$ cat src/rtl/uart_pkg.sv
// Shared types and constants for the UART receive peripheral.
package uart_pkg;

  typedef enum logic [2:0] {IDLE, START, DATA, STOP, WAIT_IDLE} uart_rx_state_t;

  localparam int CTRL_RX_VALID  = 0;
  localparam int CTRL_OVERRUN   = 1;
  localparam int CTRL_FRAME_ERR = 2;

  localparam int DEF_CLK_FREQ = 100_000_000;
  localparam int DEF_BAUD     = 9600;

endpackage

$ cat src/rtl/uart_rx_core.sv
// 8N1 deframer: input synchronizer, baud counter and receive FSM.
//
// state     | meaning
// IDLE      | line high, waiting for a falling edge
// START     | counting to mid start bit to reject glitches
// DATA      | sampling 8 data bits LSB first, one per bit time
// STOP      | counting to mid stop bit, then judging the frame
// WAIT_IDLE | holding off until the line is high again
module uart_rx_core
  import uart_pkg::*;
#(
  parameter int CLK_FREQ = DEF_CLK_FREQ,
  parameter int BAUD     = DEF_BAUD
) (
  input  logic       clk_i,
  input  logic       reset_i,
  input  logic       rx_i,
  output logic [7:0] byte_o,
  output logic       byte_valid_o,
  output logic       frame_err_o
);

  localparam int CLKS_PER_BIT = CLK_FREQ / BAUD;
  localparam int CW           = $clog2(CLKS_PER_BIT);
  localparam logic [CW-1:0] CNT_BIT  = CW'(CLKS_PER_BIT - 1);
  localparam logic [CW-1:0] CNT_HALF = CW'(CLKS_PER_BIT / 2 - 1);

  uart_rx_state_t state_q, state_d;
  logic [CW-1:0]  cnt_q, cnt_d;
  logic [2:0]     idx_q, idx_d;
  logic [7:0]     shift_q, shift_d;
  logic           rx_meta, rx_s;

  always_ff @(posedge clk_i) begin
    if (reset_i) begin
      state_q <= IDLE;
      cnt_q   <= '0;
      idx_q   <= '0;
      shift_q <= '0;
      rx_meta <= 1'b1;
      rx_s    <= 1'b1;
    end else begin
      state_q <= state_d;
      cnt_q   <= cnt_d;
      idx_q   <= idx_d;
      shift_q <= shift_d;
      rx_meta <= rx_i;
      rx_s    <= rx_meta;
    end
  end

  always_comb begin
    state_d      = state_q;
    cnt_d        = cnt_q;
    idx_d        = idx_q;
    shift_d      = shift_q;
    byte_valid_o = 1'b0;
    frame_err_o  = 1'b0;
    unique case (state_q)
      IDLE: begin
        cnt_d = '0;
        idx_d = '0;
        if (!rx_s) state_d = START;
      end
      START: begin
        if (cnt_q == CNT_HALF) begin
          cnt_d   = '0;
          state_d = rx_s ? IDLE : DATA;
        end else begin
          cnt_d = cnt_q + CW'(1);
        end
      end
      DATA: begin
        if (cnt_q == CNT_BIT) begin
          cnt_d          = '0;
          shift_d[idx_q] = rx_s;
          if (idx_q == 3'd7) state_d = STOP;
          else               idx_d   = idx_q + 3'd1;
        end else begin
          cnt_d = cnt_q + CW'(1);
        end
      end
      STOP: begin
        if (cnt_q == CNT_BIT) begin
          cnt_d        = '0;
          byte_valid_o = rx_s;
          frame_err_o  = !rx_s;
          state_d      = WAIT_IDLE;
        end else begin
          cnt_d = cnt_q + CW'(1);
        end
      end
      WAIT_IDLE: if (rx_s) state_d = IDLE;
      default:   state_d = IDLE;
    endcase
  end

  assign byte_o = shift_q;

endmodule

$ cat src/rtl/peri_uart_rx.sv
// Memory-mapped UART receiver: data register plus sticky status flags that
// software clears by writing 0 to the corresponding bit.
module peri_uart_rx
  import uart_pkg::*;
#(
  parameter int CLK_FREQ = DEF_CLK_FREQ,
  parameter int BAUD     = DEF_BAUD
) (
  input  logic        clk_i,
  input  logic        reset_i,
  input  logic        uart_rx_i,
  input  logic [31:0] data_i,
  input  logic        we_ctrl_uart_i,
  output logic [31:0] data_o,
  output logic [31:0] ctrl_o
);

  logic [7:0] rx_byte, data_q;
  logic       rx_byte_valid, rx_frame_err;
  logic [2:0] ctrl_q, ctrl_d;
  logic       unused_data;

  assign unused_data = ^data_i[31:3];

  uart_rx_core #(.CLK_FREQ(CLK_FREQ), .BAUD(BAUD)) u_core (
    .clk_i       (clk_i),
    .reset_i     (reset_i),
    .rx_i        (uart_rx_i),
    .byte_o      (rx_byte),
    .byte_valid_o(rx_byte_valid),
    .frame_err_o (rx_frame_err)
  );

  // Hardware sets are applied after the software mask so a set always wins.
  always_comb begin
    ctrl_d = ctrl_q;
    if (we_ctrl_uart_i) ctrl_d = ctrl_q & data_i[2:0];
    if (rx_byte_valid) begin
      ctrl_d[CTRL_RX_VALID] = 1'b1;
      if (ctrl_q[CTRL_RX_VALID]) ctrl_d[CTRL_OVERRUN] = 1'b1;
    end
    if (rx_frame_err) ctrl_d[CTRL_FRAME_ERR] = 1'b1;
  end

  always_ff @(posedge clk_i) begin
    if (reset_i) begin
      ctrl_q <= '0;
      data_q <= '0;
    end else begin
      ctrl_q <= ctrl_d;
      if (rx_byte_valid) data_q <= rx_byte;
    end
  end

  assign data_o = {24'b0, data_q};
  assign ctrl_o = {29'b0, ctrl_q};

endmodule

$ cat config.mk
export PLATFORM = sky130hd
export DESIGN_NAME = peri_uart_rx
export DESIGN_NICKNAME = d
export VERILOG_FILES = /design/src/rtl/uart_pkg.sv /design/src/rtl/uart_rx_core.sv /design/src/rtl/peri_uart_rx.sv
export SDC_FILE = /design/constraint.sdc
export NUM_CORES = 1
export LEC_CHECK = 0
export BUFFER_PORTS_ARGS = -buffer_cell sky130_fd_sc_hd__clkbuf_2
export CAP_MARGIN = 30
export CORE_UTILIZATION = 51
export DETAILED_ROUTE_END_ITERATION = 12
export PLACE_DENSITY = 0.82
export SLEW_MARGIN = 30
export SYNTH_ARGS = -nofsm -noshare
export SYNTH_HDL_FRONTEND = slang
export SYNTH_HIERARCHICAL = 1
export SYNTH_SLANG_ARGS = --single-unit
$ cat constraint.sdc
create_clock -name clk_i -period 5.9 [get_ports clk_i]
set_input_delay 0.295 -clock clk_i [delete_from_list [all_inputs] [get_ports clk_i]]
set_output_delay 0.295 -clock clk_i [all_outputs]
set_load 0.05 [all_outputs]
Word level (Yosys, flattened, before mapping)

Index checks and enable logic that the tools add are counted.

Flip-flop bits (word level): 41
Input bits: 36
Output and inout bits: 64

$add $sub $neg: 2
Magnitude comparators: 2
Equality and inequality tests: 14
Muxes and demuxes: 25
Bitwise gates (word level): 1
Reductions and logical operators: 11

Operator list:

| cell                                                   | count |
|---|---|
| one-hot mux 14 bit (3 select lines)                    | 1 |
| two-way mux 14 bit                                     | 2 |
| two-way mux 3 bit                                      | 9 |
| one-hot mux 3 bit (5 select lines)                     | 1 |
| adder 14 x 1 -> 14 bit (second input constant)         | 1 |
| == test 14 x 13 -> 1 bit (second input constant)       | 1 |
| == test 14 bit (second input constant)                 | 1 |
| inequality test 2 x 1 -> 1 bit (second input constant) | 5 |
| bitwise mux 8 bit                                      | 1 |
| two-way mux 1 bit                                      | 7 |
| == test 3 x 2 -> 1 bit (second input constant)         | 2 |
| == test 3 bit (second input constant)                  | 2 |
| one-hot mux 3 bit (2 select lines)                     | 1 |
| AND reduction 6 bit                                    | 1 |
| nonzero test 2 bit                                     | 3 |
| < comparator 3 x 4 -> 1 bit (second input constant)    | 1 |
| two-way mux 2 bit                                      | 2 |
| inequality test 2 bit (second input constant)          | 2 |
| adder 3 x 1 -> 3 bit (second input constant)           | 1 |
| AND 3 bit                                              | 1 |
| demux 1 bit (select 3 bit)                             | 1 |
| == test 3 x 1 -> 1 bit (second input constant)         | 1 |
| >= comparator 3 x 1 -> 1 bit (second input constant)   | 1 |
| logical NOT 3 bit                                      | 1 |
| other kinds (6)                                        | 6 |

Depth between registers and ports, before layout

Depth in word-level cells: 5
Gate-level depth with buffers: 9
Mapped depth without buffers: 7

Cells and area by module

The synthesis kept the hierarchy.

Modules (own cells, without submodules):

| module       | instances | cells each | area an instance (µm²) | sequential area each (µm²) |
|---|---|---|---|---|
| uart_rx_core | 1         | 171        | 1,497.7                | 600.6 |
| peri_uart_rx | 1         | 93         | 809.5                  | 220.2 |

Worst setup path before layout

Ideal clock, no wire load.

Path kind: reg-to-reg
Start point: register u_core.cnt_q[0]
End point: register data_q[0]
Library setup time: 118 ps
Data arrival time: 1,961 ps
Required time: 5,782 ps
Slack: 3,821 ps
Cell stages (with the launch flop): 10
Buffers on the path: 2
Clock period less this slack: 2,079 ps
Path through: dfxtp_1 ha_1 nand4b_1 nor4_2 buf_2 nand4_1 nor2_1 buf_6 mux2i_1 nor2_1

Cells in the longest elaborated chain, start to end: 3

RTL lines:

| element                | line               | source |
|---|---|---|
| from (decl)            | uart_rx_core.sv:29 | `logic [CW-1:0] cnt_q, cnt_d;` |
| from (signal assigned) | uart_rx_core.sv:44 | `cnt_q <= cnt_d;` |
| == test 14 bit         | uart_rx_core.sv:84 | `if (cnt_q == CNT_BIT) begin` |
| two-way mux 1 bit      | uart_rx_core.sv:84 |  |
| two-way mux 1 bit      | uart_rx_core.sv:59 | `unique case (state_q)` |
| net rx_byte_valid      | peri_uart_rx.sv:19 | `logic rx_byte_valid, rx_frame_err;` |
| to (signal assigned)   | peri_uart_rx.sv:51 | `if (rx_byte_valid) data_q <= rx_byte;` |
| to (decl)              | peri_uart_rx.sv:18 | `logic [7:0] rx_byte, data_q;` |

The timed path passes the listed nets, and every way through them passes these cells.
A chain may end at the register's enable or synchronous reset.

Worst setup path after layout

Start point: register u_core.cnt_q[0]
End point: register data_q[3]

The elaborated chain is that of the path after synthesis.

==> run metrics <==
cell area after layout 2290 um^2; initial antenna violation count 0; # diodes 0; final WL 3690 um; r2r worst-path depth 7; Clock Skews 0.00843 ns; clock latency on the worst-skew pair 0.30 ns; area share of the largest cell type after synthesis 0.356; placed instance area 2190 um^2; worst-case clock buffer depth 2; worst r2r src u_core/cnt_q[0]$_SDFFE_PP0P_; boundary pin count 100; Syn. warnings 6; PD cells 246 nW/um^2; root buffer cell clkbuf_8; die height 69.3 um; LEAKAGE 0.941 nW; GPL Wtd Cong 0.886; HPWL after DPL 2610 um; die boundary width 69.3 um; # nets final 314; Starting DRT DRC Count 78; Area contributors post-synth dfxtp_1 (36%), buf_4 (17%), mux2i_1 (7.4%); number of library cell types mapped by synthesis 46; r2r endpoint data_q[3]$_SDFFE_PP0P_; Mean Syn Cell Area 8.74 um^2; final slew viol count 0; Core Region 4350 um^2; unrepaired setup endpoints after global routing false; Rel. slew slack 0.559; Rows 24; maximum clock rate 371 MHz; vias post-DR 1690; die area 4800 um^2; critical path required time 6.08 ns; Worst VDD drop 176 uV; clk slew on worst S/H paths 0.09 ns; DR WL/cell 11.2 um; gr ovfl total 0; Worst Slack Setup Final 3.21 ns; vias in the first global route 1356; HP Start uart_rx_i; Yosys top cell by area dfxtp_1; number of synthesized flops with an enable pin 0; hold buffers post-CTS 0; total CTS buffers 5; Slew @ Worst Pin 0.657 ns; Setup Buffers After CTS 0; outcome completed; synthesized cell area 2310 um^2; share of cells above drive strength 1 0.138; via-per-instance ratio 5.15; CTS H-tree lvls 2; startpoint types flop; Layout Utilization 0.527; arrival time worst endpoint 2.87 ns; Worst Hold Class in2reg; post_cts resized 0; maximum number of pins on one net before global-route repair 35; Most used DFF post-synth dfxtp_1; WHS Path Cells 2; commonest non-fill, non-tap cells in the layout conb_1 (53), dfxtp_1 (41), nor2_1 (32); area growth from synthesis to layout -0.542%; crit-path max FO 12; Final min period 2.69 ns; setup TNS 0 ns; max_cap viols 0; dpl ws 2.91 ns; WS Path Type reg2reg; Fin. Hold Viols 0; slowest CP cell nor4_4; Post-DRT Antenna Nets 0; CP endpoint kind flop; Tcrit/Tclk final 0.457; Total GRT Usage 0.153; Port Buffers 17; DR pass1 iterations 4; r2r setup slk 3.21 ns; commonest non-fill, non-tap cell in the layout conb_1; post-synthesis async set-or-reset flop share 0; drt drc 0; slowest cell delay on critical path 0.62 ns; worst-case hold path end point u_core/rx_meta$_SDFF_PP1_; Initial Util 0.530; Setup Viol. Count Final 0; clock sink total 41; # fillers 406; synthesized instance count 264; Critical Path, Cell by Cell ha_1 -> nand4b_1 -> nor4_4 -> nand4_1 -> nor2_2 -> mux2i_1 -> nor2_1; sequential-to-total area share from yosys stat 0.356; FF+latch count, synth 41; first-pass GRT wire length 5980 um; CTS tree done
logic make-up after synthesis:
| kind of cell | count (synthesis) | synth area share |
|---|---|---|
| xor+xnor | 7 | 0.0266 |
| compound gates | 24 | 0.0716 |
| simple gates | 102 | 0.242 |
| buf+inv | 68 | 0.206 |
| other cells | 1 | 0.00163 |
| flops | 41 | 0.356 |
| fa+ha+maj | 3 | 0.0163 |
| mux | 18 | 0.0803 |
synth_stat cells (5+ instances only):
| master | n |
|---|---|
| buf_4 | 53 |
| dfxtp_1 | 41 |
| xor2_1 | 6 |
| nand2_1 | 13 |
| nand4b_1 | 6 |
| nor3_1 | 7 |
| nor2_1 | 33 |
| a31oi_1 | 5 |
| clkbuf_1 | 6 |
| a21oi_1 | 10 |
| nand4_1 | 8 |
| mux2i_1 | 17 |
| nand3_1 | 8 |
state kept, by name, indices dropped and copies added (netlist names):
name            count
u_core/cnt_q       14
data_q              8
u_core/idx_q        3
u_core/byte_o       8
ctrl_q              3
u_core/state_q      3
u_core/rx_s         1
u_core/rx_meta      1
stage by stage:
stage          hold WS (ns)  cells  power (mW)
6_report              0.170    328       0.563
5_1_grt               0.168    328       0.584
4_1_cts               0.163    328       0.569
3_5_place_dp          0.404    320       0.376
3_3_place_gp          0.392    320       0.375
2_1_floorplan         0.385    316       0.399
how the worst max path moves through the flow:
stage	start	end	slack, ns	depth (start not counted)
floorplan	u_core/cnt_q[0]$_SDFFE_PP0P_	data_q[0]$_SDFFE_PP0P_	3.82	9
global placement	u_core/cnt_q[0]$_SDFFE_PP0P_	data_q[1]$_SDFFE_PP0P_	2.73	7
detailed placement	u_core/cnt_q[0]$_SDFFE_PP0P_	data_q[3]$_SDFFE_PP0P_	2.91	7
CTS	u_core/cnt_q[0]$_SDFFE_PP0P_	data_q[3]$_SDFFE_PP0P_	2.91	7
global route	u_core/cnt_q[0]$_SDFFE_PP0P_	data_q[2]$_SDFFE_PP0P_	2.98	7
finish	u_core/cnt_q[0]$_SDFFE_PP0P_	data_q[3]$_SDFFE_PP0P_	3.21	7
area by class of cell:
cell class                 count  area [um^2]  share of cell area
multi-input combinational    207         1220               0.531
sequential                    41          821               0.358
timing repair buffer          17         85.1              0.0371
clock buffer                   5         68.8              0.0300
tap                           52         65.1              0.0284
clock inverter                 3         25.0              0.0109
inverter                       3         11.3             0.00491
report_power, final:
part / switching (mW) / internal [mW]
Sequential: 0.00321 / 0.278
Clock: 0.107 / 0.0862
Combinational: 0.0829 / 0.00586
routing by layer:
metal,up-vias,track usage,part of all wire
li1,832,-,-
met1,780,0.179,0.43
met2,73,0.265,0.51
met3,5,0.0276,0.050
met4,0,0.0771,0.015
met5,-,0,0
critical path, delay by kind of cell (launching register included):
kind          cells  cell delay (ns)
simple gates      5             1.64
flops             1             0.40
fa+ha+maj         1             0.26
mux               1             0.26
No activity file was read; power rests on OpenSTA's default activity.
